<file path="src/rtl/lsu_pkg.sv">
// Shared definitions for the load/store unit: funct3 codes, FSM states and access legality.
package lsu_pkg;

    localparam logic [2:0] F3_B  = 3'b000;
    localparam logic [2:0] F3_H  = 3'b001;
    localparam logic [2:0] F3_W  = 3'b010;
    localparam logic [2:0] F3_BU = 3'b100;
    localparam logic [2:0] F3_HU = 3'b101;

    typedef enum logic [1:0] {
        S_IDLE = 2'd0,
        S_RD   = 2'd1,
        S_WR   = 2'd2,
        S_RESP = 2'd3
    } state_t;

    // 1 when the access is misaligned or the funct3 is not legal for its direction.
    function automatic logic lsu_is_err(input logic we, input logic [2:0] f3,
                                        input logic [1:0] lane);
        logic err;
        err = 1'b1;
        case (f3)
            F3_B:    err = 1'b0;
            F3_H:    err = lane[0];
            F3_W:    err = (lane != 2'b00);
            F3_BU:   err = we;
            F3_HU:   err = we | lane[0];
            default: err = 1'b1;
        endcase
        return err;
    endfunction

endpackage

</file>
<file path="src/rtl/lsu_align.sv">
// Combinational lane logic: load extraction/extension and sub-word store merge.
module lsu_align
    import lsu_pkg::*;
(
    input  logic [2:0]  funct3,
    input  logic [1:0]  lane,
    input  logic [31:0] mem_word,
    input  logic [31:0] store_data,
    output logic [31:0] load_data,
    output logic [31:0] store_word
);

    logic [7:0]  sel_byte;
    logic [15:0] sel_half;

    // Pick the addressed byte and half out of the memory word.
    always_comb begin
        sel_byte = mem_word[7:0];
        case (lane)
            2'd0: sel_byte = mem_word[7:0];
            2'd1: sel_byte = mem_word[15:8];
            2'd2: sel_byte = mem_word[23:16];
            2'd3: sel_byte = mem_word[31:24];
            default: sel_byte = mem_word[7:0];
        endcase
        sel_half = lane[1] ? mem_word[31:16] : mem_word[15:0];
    end

    // Extend the selected lane according to the load type.
    always_comb begin
        load_data = 32'h0;
        case (funct3)
            F3_B:    load_data = {{24{sel_byte[7]}}, sel_byte};
            F3_H:    load_data = {{16{sel_half[15]}}, sel_half};
            F3_W:    load_data = mem_word;
            F3_BU:   load_data = {24'h0, sel_byte};
            F3_HU:   load_data = {16'h0, sel_half};
            default: load_data = 32'h0;
        endcase
    end

    // Replace only the addressed lane of the old word; everything else passes through.
    always_comb begin
        store_word = store_data;
        case (funct3[1:0])
            2'b00: begin
                store_word = mem_word;
                case (lane)
                    2'd0: store_word[7:0]   = store_data[7:0];
                    2'd1: store_word[15:8]  = store_data[7:0];
                    2'd2: store_word[23:16] = store_data[7:0];
                    2'd3: store_word[31:24] = store_data[7:0];
                    default: store_word = mem_word;
                endcase
            end
            2'b01: begin
                store_word = lane[1] ? {store_data[15:0], mem_word[15:0]}
                                     : {mem_word[31:16], store_data[15:0]};
            end
            default: store_word = store_data;
        endcase
    end

endmodule

</file>
<file path="src/rtl/lsu_dmem_ctrl.sv">
// Load/store unit in front of a word-organised data memory with whole-word writes only.
module lsu_dmem_ctrl
    import lsu_pkg::*;
#(
    parameter int unsigned ADDR_W = 5,
    parameter int unsigned DATA_W = 32
) (
    input  logic              clk,
    input  logic              rst,
    input  logic              req_valid,
    output logic              req_ready,
    input  logic              req_we,
    input  logic [2:0]        req_funct3,
    input  logic [31:0]       req_addr,
    input  logic [DATA_W-1:0] req_wdata,
    output logic              rsp_valid,
    output logic [DATA_W-1:0] rsp_rdata,
    output logic              rsp_err,
    output logic [ADDR_W-1:0] mem_addr,
    output logic              mem_rd_en,
    input  logic [DATA_W-1:0] mem_rd_data,
    output logic              mem_wr_en,
    output logic [DATA_W-1:0] mem_wr_data
);

    state_t            state;
    logic [ADDR_W-1:0] waddr_q;
    logic [1:0]        lane_q;
    logic [2:0]        funct3_q;
    logic              we_q;
    // Holds store data from accept; for sub-word stores it is overwritten with the merged word.
    logic [31:0]       merge_q;
    logic [31:0]       load_data;
    logic [31:0]       store_word;
    logic              accept;

    // Address bits above the memory range are ignored so accesses wrap.
    logic unused_addr;
    assign unused_addr = ^req_addr[31:ADDR_W+2];

    assign accept = req_valid & req_ready;

    lsu_align u_align (
        .funct3     (funct3_q),
        .lane       (lane_q),
        .mem_word   (mem_rd_data),
        .store_data (merge_q),
        .load_data  (load_data),
        .store_word (store_word)
    );

    // Request/response FSM with latched request fields and registered response.
    always_ff @(posedge clk or posedge rst) begin
        if (rst) begin
            state     <= S_IDLE;
            waddr_q   <= '0;
            lane_q    <= 2'b00;
            funct3_q  <= 3'b000;
            we_q      <= 1'b0;
            merge_q   <= 32'h0;
            rsp_rdata <= '0;
            rsp_err   <= 1'b0;
        end else begin
            case (state)
                S_IDLE: begin
                    if (accept) begin
                        waddr_q  <= req_addr[ADDR_W+1:2];
                        lane_q   <= req_addr[1:0];
                        funct3_q <= req_funct3;
                        we_q     <= req_we;
                        merge_q  <= req_wdata;
                        if (lsu_is_err(req_we, req_funct3, req_addr[1:0])) begin
                            rsp_err   <= 1'b1;
                            rsp_rdata <= '0;
                            state     <= S_RESP;
                        end else if (req_we && req_funct3 == F3_W) begin
                            state <= S_WR;
                        end else begin
                            state <= S_RD;
                        end
                    end
                end
                S_RD: begin
                    if (we_q) begin
                        merge_q <= store_word;
                        state   <= S_WR;
                    end else begin
                        rsp_rdata <= load_data;
                        rsp_err   <= 1'b0;
                        state     <= S_RESP;
                    end
                end
                S_WR: begin
                    rsp_rdata <= '0;
                    rsp_err   <= 1'b0;
                    state     <= S_RESP;
                end
                S_RESP: begin
                    state <= S_IDLE;
                end
                default: state <= S_IDLE;
            endcase
        end
    end

    // Handshake and memory strobes decoded from state; gated by rst so a write is dropped at once.
    always_comb begin
        req_ready   = (state == S_IDLE) && !rst;
        rsp_valid   = (state == S_RESP);
        mem_addr    = waddr_q;
        mem_rd_en   = (state == S_RD) && !rst;
        mem_wr_en   = (state == S_WR) && !rst;
        mem_wr_data = mem_wr_en ? merge_q : '0;
    end

endmodule

</file>
<file path="config.mk">
export PLATFORM = sky130hd
export DESIGN_NAME = lsu_dmem_ctrl
export DESIGN_NICKNAME = d
export VERILOG_FILES = /design/src/rtl/lsu_pkg.sv /design/src/rtl/lsu_align.sv /design/src/rtl/lsu_dmem_ctrl.sv
export SDC_FILE = /design/constraint.sdc
export NUM_CORES = 1
export LEC_CHECK = 0
export ABC_AREA = 1
export CORE_UTILIZATION = 55
export CTS_BUF_LIST = sky130_fd_sc_hd__clkbuf_4
export DETAILED_ROUTE_END_ITERATION = 16
export DONT_BUFFER_PORTS = 1
export PLACE_DENSITY_LB_ADDON = 0.2
export SLEW_MARGIN = 40
export SYNTH_ARGS = -nofsm -noshare
export SYNTH_HDL_FRONTEND = slang
export SYNTH_HIERARCHICAL = 1
export SYNTH_SLANG_ARGS = --single-unit
</file>
<file path="constraint.sdc">
create_clock -name clk -period 3.5 [get_ports clk]
set_input_delay 0.525 -clock clk [delete_from_list [all_inputs] [get_ports clk]]
set_output_delay 0.525 -clock clk [all_outputs]
set_load 0.01 [all_outputs]
</file>
; Word-level counts from Yosys, hierarchy flattened
; Cells that the tools add are included.
[classes]
n_eq_ne = 22
muxes = 29
n_bitwise = 2
reduce_logical = 18
[ops]
columns = operator, n
row1 = $mux 32, 7
row2 = $pmux 32 s5, 1
row3 = $pmux 32 s2, 2
row4 = $pmux 32 s3, 1
row5 = $mux 8, 4
row6 = $pmux 8 s4, 1
row7 = $mux 16, 1
row8 = $eq 3x3->1 const B, 4
row9 = $eq 2x2->1 const B, 4
row10 = $ne 2x2->1 const B, 4
row11 = $pmux 2 s4, 1
row12 = $reduce_and 4->1, 2
row13 = $eq 2x1->1 const B, 3
row14 = $eq 3x1->1 const B, 2
row15 = $eq 3x2->1 const B, 2
row16 = $logic_not 2->1, 3
row17 = $logic_not 3->1, 2
row18 = $mux 1, 6
row19 = $mux 2, 3
row20 = $ne 3x3->1 const B, 2
row21 = $reduce_and 6->1, 1
row22 = $pmux 1 s5, 1
row23 = $reduce_and 5->1, 1
row24 = $logic_and 1x1->1, 4
row25 = 8 further kinds, 9
[word_totals]
regBits = 78
inputBits = 103
output_inout_bits = 74
elab_cells = 81

; Logic depth before layout (Yosys ltp)
; Gate-level depths: netlist (run 1).
[depth]
word_depth = 8
ltp_mapped = 13
depth_no_buf = 11

; Hierarchy
; The synthesis (run 1) kept the hierarchy.
[modules_own_cells]
columns = mod, instances, cells_per_inst, area_per_inst_um2, seq_area_each_um2
row1 = lsu_dmem_ctrl, 1, 492, 4002.6, 1951.9
row2 = lsu_align, 1, 378, 1702.9, 0.0

; Least setup slack after synthesis (run 1)
; Ideal clock, no wire load.
[synth_timing]
path_type = input port to output port
startpoint = input rst
endpoint = output mem_wr_data[22]
t_arrival_ns = 2.194
required_ns = 2.975
path_slack_ns = 0.781
path_stages = 4
path_buffers = 1
cell_sequence = inv_2 nand2_1 clkbuf_1 nor2_1
[synth_via]
elab_chain_cells = 3
[synth_rtl]
columns = item, line_no
row1 = from (decl), lsu_dmem_ctrl.sv:9  ; input logic rst,
row2 = $logic_not 1->1, lsu_dmem_ctrl.sv:112  ; mem_wr_en = (state == S_WR) && !rst;
row3 = $logic_and 1x1->1, lsu_dmem_ctrl.sv:112
row4 = $mux 32, lsu_dmem_ctrl.sv:113  ; mem_wr_data = mem_wr_en ? merge_q : '0;
row5 = to (decl), lsu_dmem_ctrl.sv:23  ; output logic [DATA_W-1:0] mem_wr_data
; Every way passes these cells.

; Final worst setup path (run 1)
[layout_timing]
startpoint = register state[0]
endpoint = output mem_wr_data[20]
[layout_via]
elab_chain_cells = 3
[layout_rtl]
columns = item, line_no
row1 = from (decl), lsu_dmem_ctrl.sv:26  ; state_t state;
row2 = from (signal assigned), lsu_dmem_ctrl.sv:55  ; state <= S_IDLE;
row3 = from (signal assigned), lsu_dmem_ctrl.sv:75  ; state <= S_RESP;
row4 = from (signal assigned), lsu_dmem_ctrl.sv:77  ; state <= S_WR;
row5 = $eq 2x2->1, lsu_dmem_ctrl.sv:112
row6 = $logic_and 1x1->1, lsu_dmem_ctrl.sv:112
row7 = $mux 32, lsu_dmem_ctrl.sv:113
; Every way passes these cells.

==> results.py, run 1 <==
metrics = {
    "status": {
        "status": "finished clean",
    },
    "timing": {
        "fin_skew_ns": 0.00997,
        "fmax_mhz": 401,
        "setup_violations": 0,
        "min_period_ns": 2.49,
        "hold_viol": 0,
        "fin_setup_tns_ns": 0,
        "period_share_pct": 71.2,
        "slew_headroom_pct": 52.0,
        "rsz0062_at_grt": "no",
        "tightest_slew_ns": 0.718,
        "slew_violations": 0,
    },
    "critical_path": {
        "startpoint_type": "flop",
        "cp_num_buf_inv": 1,
        "worstPathArrival_ns": 1.97,
        "slowest_delay_ns": 0.45,
        "path_class": "flop to output pin",
        "worstPathRequired_ns": 2.97,
        "slowest_stage": "dfrtp_1",
        "worstPathCellList": "inv_1, ha_1, nand2_2, nor2_1",
        "crit_fanout": 33,
        "cp-end-kind": "output pin",
        "critPathTopFamily": "simple AND/OR/NAND/NOR gates",
    },
    "die": {
        "num_rows": 36,
        "die_w_um": 104,
        "initial_utilization_pct": 57.6,
        "io-pin-count": 177,
        "dieArea_sq_um": 10800,
        "coreArea_sq_um": 9910,
        "die_h_um": 104,
    },
    "pwr": {
        "switchingPower_w": 0.00306,
        "swShare_pct": 52.7,
        "ir_drop_uv": 628,
        "p_comb_share_pct": 55.7,
        "seq_power_share_pct": 32.5,
        "power_leakage_nw": 3.31,
        "finalPower_w": 0.00581,
        "intPower_w": 0.00275,
        "power_density_nw_per_um2": 992,
        "clkPwrFrac_pct": 11.9,
    },
    "synthesis": {
        "yosys.area_share.adder_pct": 1.32,
        "syn_nets": 979,
        "synth_top_family_by_area": "simple AND/OR/NAND/NOR gates",
        "synth_compound_area_share_pct": 11.5,
        "synth_simple_gate_area_share_pct": 32.4,
        "syn_inst": 870,
        "syn_avg_cell_area_sq_um": 6.56,
        "synth.distinct_cells": 31,
        "synth_xor_area_share_pct": 0,
        "ys_ff_latch": 78,
        "yosys_warnings": 6,
        "muxShareOfSynthArea_pct": 7.39,
        "yosysSeqAreaShare_pct": 34.2,
        "syn_area_sq_um": 5710,
    },
    "global_routing": {
        "overflow": 0,
        "grt_pass1_vias": 5036,
        "antenna_found_initial": 0,
        "grtUsageTotal_pct": 31.3,
        "grt_pass1_wl_um": 26600,
        "grt_max_degree": 79,
    },
    "detailed_routing": {
        "avgRoutedWirePerCell_um": 16.8,
        "vias": 5374,
        "dr.pass1.iters": 6,
        "drc": 0,
        "first_iter_violations": 417,
        "ant_nets": 0,
        "wl_um": 16400,
        "viasPerCell": 5.49,
    },
    "placed_design": {
        "dpl_cell_area_sq_um": 5670,
        "gp_congestion": 0.949,
        "port_buffers": 0,
        "dp_hpwl_um": 12200,
    },
    "cells_and_area": {
        "layout_common_cells": "271 x nand2_1, 119 x inv_1, 81 x nor2_1",
        "diodes": 0,
        "final_common_cell": "nand2_1",
        "drive_above_1_share_pct": 6.63,
        "final_util_pct": 59.1,
        "fillCellCount": 992,
        "finalInstanceArea_sq_um": 5850,
        "nets": 949,
        "syn_to_final_growth_pct": 2.57,
    },
    "cts": {
        "clock_path_buffers": 2,
        "clk_latency_ns": 0.44,
        "postCtsHoldBufs": 0,
        "root_buffer": "clkbuf_4",
        "cts_buffers": 9,
        "post_cts_buffers": 0,
        "cts_repair_resize_count": 0,
        "path_clk_slew_ns": 0.13,
        "cts.sinks": 78,
        "htree_levels": 3,
        "cts_tree": "yes",
    },
    "run": {
        "drv_cap": 0,
    },
    "worst_hold_path": {
        "hp-class": "input port to asynchronous set/reset pin",
    },
}
power groups by stage:
stage | combinational [W] | clock (W) | sequential (W)
3_5_place_dp | 0.00321 | 0 | 0.00191
3_3_place_gp | 0.00311 | 0 | 0.00189
5_1_grt | 0.00370 | 0.000749 | 0.00194
6_report | 0.00323 | 0.000690 | 0.00189
2_1_floorplan | 0.00276 | 0 | 0.00173
4_1_cts | 0.00322 | 0.000703 | 0.00189
registers in the layout, summed over array words and instances (netlist names):
register,flops
mem_addr,5
merge_q,32
rsp_err,1
we_q,1
funct3_q,3
rsp_rdata,32
state,2
lane_q,2
logic make-up after synthesis:
group | Yosys count
compound gates | 122
fa+ha+maj | 6
buf+inv | 174
flops | 78
mux | 41
simple gates | 449
final timing paths:
kind	startpoint	endpoint	slack, ns	cells after the start
setup / recovery	state[0]$_DFFE_PP0P_	mem_wr_data[20]	1.01	4
hold / removal	rst	we_q$_DFFE_PP0P_	0.21	2
setup reg to reg	state[1]$_DFFE_PP0P_	rsp_rdata[4]$_DFFE_PP0P_	1.11	10
hold reg to reg	merge_q[22]$_DFFE_PP0P_	merge_q[22]$_DFFE_PP0P_	0.53	2
max in group asynchronous	rst	rsp_rdata[7]$_DFFE_PP0P_	2.82	2
min in group clk	req_funct3[2]	funct3_q[2]$_DFFE_PP0P_	0.22	1
cells in the mapped netlist:
| cell type | count | area [sq um] |
|---|---|---|
| o21ai_0 | 72 | 360 |
| o21ai_2 | 2 | 17.5 |
| nor2_2 | 3 | 18.8 |
| ha_1 | 6 | 75.1 |
| nor2_4 | 1 | 11.3 |
| dfrtp_1 | 78 | 1950 |
| and2_1 | 1 | 6.26 |
| buf_6 | 4 | 45.0 |
| o211ai_1 | 10 | 75.1 |
| nand2_4 | 1 | 11.3 |
| nand2_1 | 273 | 1020 |
| buf_4 | 9 | 67.6 |
| o21ai_1 | 4 | 20.0 |
| mux2_2 | 9 | 101 |
| nand3_1 | 78 | 390 |
| nand2_2 | 5 | 31.3 |
| nor3_1 | 2 | 10.0 |
| buf_1 | 1 | 3.75 |
| inv_2 | 4 | 15.0 |
| a21oi_1 | 32 | 160 |
| mux2i_1 | 32 | 320 |
| nor2_1 | 81 | 304 |
| nor3_4 | 1 | 16.3 |
| clkbuf_1 | 9 | 33.8 |
| o21bai_1 | 1 | 7.51 |
| inv_4 | 1 | 6.26 |
| nand4_1 | 2 | 12.5 |
| buf_2 | 27 | 135 |
| inv_1 | 119 | 447 |
| a21oi_4 | 1 | 16.3 |
| nand3_2 | 1 | 10.0 |
through the flow:
stage,hold WS [ns],setup WS (ns),instances
after floorplan,0.474,0.781,870
after global placement,0.492,1.19,962
final,0.206,1.01,978
after global routing,0.195,0.805,978
after detailed placement,0.499,1.11,962
after CTS,0.210,1.03,978
layer usage:
layer	track usage, %	vias to the layer above	share of wire, %
li1	-	2658	-
met1	40.9	2483	42
met2	51.4	202	48
met3	6.39	31	7.8
met4	10.9	0	2.4
met5	0	-	0
worst register-to-register path, delay by kind of cell, from the launching register on:
family	cells	cell delay (ns)
buffers and inverters	4	0.75
flip-flops	1	0.43
adder cells (fa/ha/maj)	1	0.20
AND/OR/NAND/NOR	5	0.91
final cells by class:
type / instances / area (sq um) / share of cell area [%]
Clock buffer: 9 / 67.6 / 1.15
Multi-Input combinational cell: 618 / 3010 / 51.5
Timing Repair Buffer: 9 / 71.3 / 1.22
Inverter: 124 / 469 / 8.02
Sequential cell: 78 / 1950 / 33.4
Tap cell: 133 / 166 / 2.84
Clock inverter: 7 / 113 / 1.92
No activity file was read; power rests on OpenSTA's default activity.
==> inputs of run 2 (changes only) <==
==> constraint.sdc (replaced) <==
create_clock -name clk -period 2 [get_ports clk]
set_input_delay 0.3 -clock clk [delete_from_list [all_inputs] [get_ports clk]]
set_output_delay 0.3 -clock clk [all_outputs]
set_load 0.01 [all_outputs]
==> run 2 against run 1 <==
Effect of this change: cell count rose by 5.9%; hold slack worse by 0.17 ns; sequential share of layout area shrank 3.0 points; sequential power is 76% higher; worst setup slack got worse by 0.95 ns; clock power up 75%.
==> results.py, run 2 (synthesis gave the netlist of run 1 again) <==
metrics = {
    "status": {
        "status": "finished clean",
    },
    "global_routing": {
        "grt_pass1_vias": 5281,
        "overflow": 0,
        "grt_max_degree": 74,
        "grtUsageTotal_pct": 31.4,
        "antenna_found_initial": 0,
        "grt_pass1_wl_um": 26800,
    },
    "critical_path": {
        "slowest_stage": "dfrtp_1",
        "cp-end-kind": "output pin",
        "worstPathArrival_ns": 1.64,
        "path_class": "flop to output pin",
        "ff2ff_setup_slack_ns": 0.14,
        "worstPathRequired_ns": 1.70,
        "slowest_delay_ns": 0.42,
        "worstPathCellList": "inv_2, ha_4, nand2_4, clkbuf_16, nor2_1, buf_4",
        "reg2reg_depth": 8,
        "crit_fanout": 16,
        "startpoint_type": "flop",
    },
    "cells_and_area": {
        "fillCellCount": 916,
        "stdcell_count": 1036,
        "nets": 1008,
        "diodes": 0,
        "multi_input_area_sq_um": 3050,
        "final_common_cell": "nand2_1",
        "final-seq-area_sq_um": 1950,
        "drive_above_1_share_pct": 12.3,
        "syn_to_final_growth_pct": 12.7,
        "final_util_pct": 64.9,
        "layout_common_cells": "272 x nand2_1, 118 x inv_1, 78 x nor2_1, 78 x nand3_1, 76 x dfrtp_1",
    },
    "timing": {
        "setup_slack_ns": 0.0620,
        "setup_violations": 0,
        "period_share_pct": 96.9,
        "min_period_ns": 1.94,
        "slew_violations": 0,
        "tightest_slew_ns": 0.673,
        "slew_headroom_pct": 55.1,
        "hold_viol": 0,
        "fmax_mhz": 516,
        "fin_skew_ns": 0.0170,
    },
    "die": {
        "num_rows": 36,
        "coreArea_sq_um": 9910,
        "initial_utilization_pct": 57.6,
        "die_w_um": 104,
        "dieArea_sq_um": 10800,
        "io-pin-count": 177,
        "die_h_um": 104,
    },
    "placed_design": {
        "dp_hpwl_um": 12100,
        "dp_cells": 1006,
        "port_buffers": 0,
        "gp_congestion": 0.944,
        "preCtsSetupSlack_ns": 0.0703,
    },
    "cts": {
        "root_buffer": "clkbuf_4",
        "cts_tree": "yes",
        "cts.sinks": 78,
        "clk_latency_ns": 0.45,
        "cts_buffers": 9,
        "path_clk_slew_ns": 0.13,
        "clock_path_buffers": 2,
        "htree_levels": 3,
    },
    "worst_hold_path": {
        "hp-class": "input port to flop",
        "hold_depth": 2,
    },
    "detailed_routing": {
        "dr.pass1.iters": 5,
        "ant_nets": 0,
        "vias": 5625,
        "wl_um": 16800,
        "first_iter_violations": 408,
        "drc": 0,
        "avgRoutedWirePerCell_um": 16.2,
        "viasPerCell": 5.43,
    },
    "pwr": {
        "power_density_nw_per_um2": 1680,
        "ir_drop_uv": 973,
        "power_leakage_nw": 3.63,
    },
    "run": {
        "drv_cap": 0,
    },
}
[run 2: changes by cell type in the layout (fill, tap and decap cells not counted), moves of 3 or more]
| cell | delta |
|---|---|
| buf_4 | +43 |
| dlygate4sd3_1 | +10 |
| buf_12 | +3 |
| nand2_2 | -3 |
| nor2_1 | -3 |
[run 2: repair_timing]
item                                   4_1_cts  5_1_grt
hold buffers                                10        0
pin swaps                                    0        1
setup buffers                                1        2
endpoints found under the hold margin       27        0
resized for setup                            3       11
cloned                                       0        2
setup endpoints to repair                   32       88
[run 2: per-layer routing]
metal	track usage, %	vias to the layer above	wire length (um)
li1	-	2776	-
met1	40.0	2567	7030
met5	0	-	0
met4	12.8	0	595
met2	50.9	239	7900
met3	7.77	43	1300
[run 2: final timing paths]
kind,start,end
worst min register to register,merge_q[21]$_DFFE_PP0P_,merge_q[21]$_DFFE_PP0P_
worst max register to register,state[0]$_DFFE_PP0P_,merge_q[18]$_DFFE_PP0P_
worst min-delay path,req_we,we_q$_DFFE_PP0P_
max in group asynchronous,rst,merge_q[17]$_DFFE_PP0P_
worst max-delay path,state[0]$_DFFE_PP0P_,mem_wr_data[20]
min in group asynchronous,rst,mem_addr[0]$_DFFE_PP0P_
[run 2: layout make-up]
type,instances,share of cell area [%]
clock buffers,9,1.05
flip-flops and latches,78,30.4
multi-input cells,618,47.4
repair buffers,68,9.57
well taps,133,2.59
clock inverters,6,1.73
inverters,124,7.32
[run 2: critical path, delay by kind of cell (launching register included)]
family	cells	cell delay, ns
adders and majority gates	1	0.15
buffers and inverters	3	0.42
and+or+nand+nor	2	0.19
DFF	1	0.42
[run 2: power by group]
| part | total [W] | switching [W] | internal, W | leakage (nW) |
|---|---|---|---|---|
| sequential | 0.00332 | 0.000970 | 0.00235 | 1.00 |
| clock | 0.00121 | 0.000584 | 0.000625 | 0.0920 |
| combinational | 0.00629 | 0.00399 | 0.00230 | 2.54 |
| total | 0.0108 | 0.00554 | 0.00527 | 3.63 |
[run 2: metrics by stage]
stage | setup TNS (ns) | total power (W) | cell area [sq um] | hold slack, ns
5_1_grt | -0.00794 | 0.0118 | 6430 | 0.0431
3_5_place_dp | 0 | 0.00928 | 6030 | 0.0662
4_1_cts | 0 | 0.0106 | 6320 | 0.00741
3_3_place_gp | 0 | 0.00909 | 6030 | 0.0623
6_report | 0 | 0.0108 | 6430 | 0.0312
2_1_floorplan | 0 | 0.00786 | 5710 | 0.346
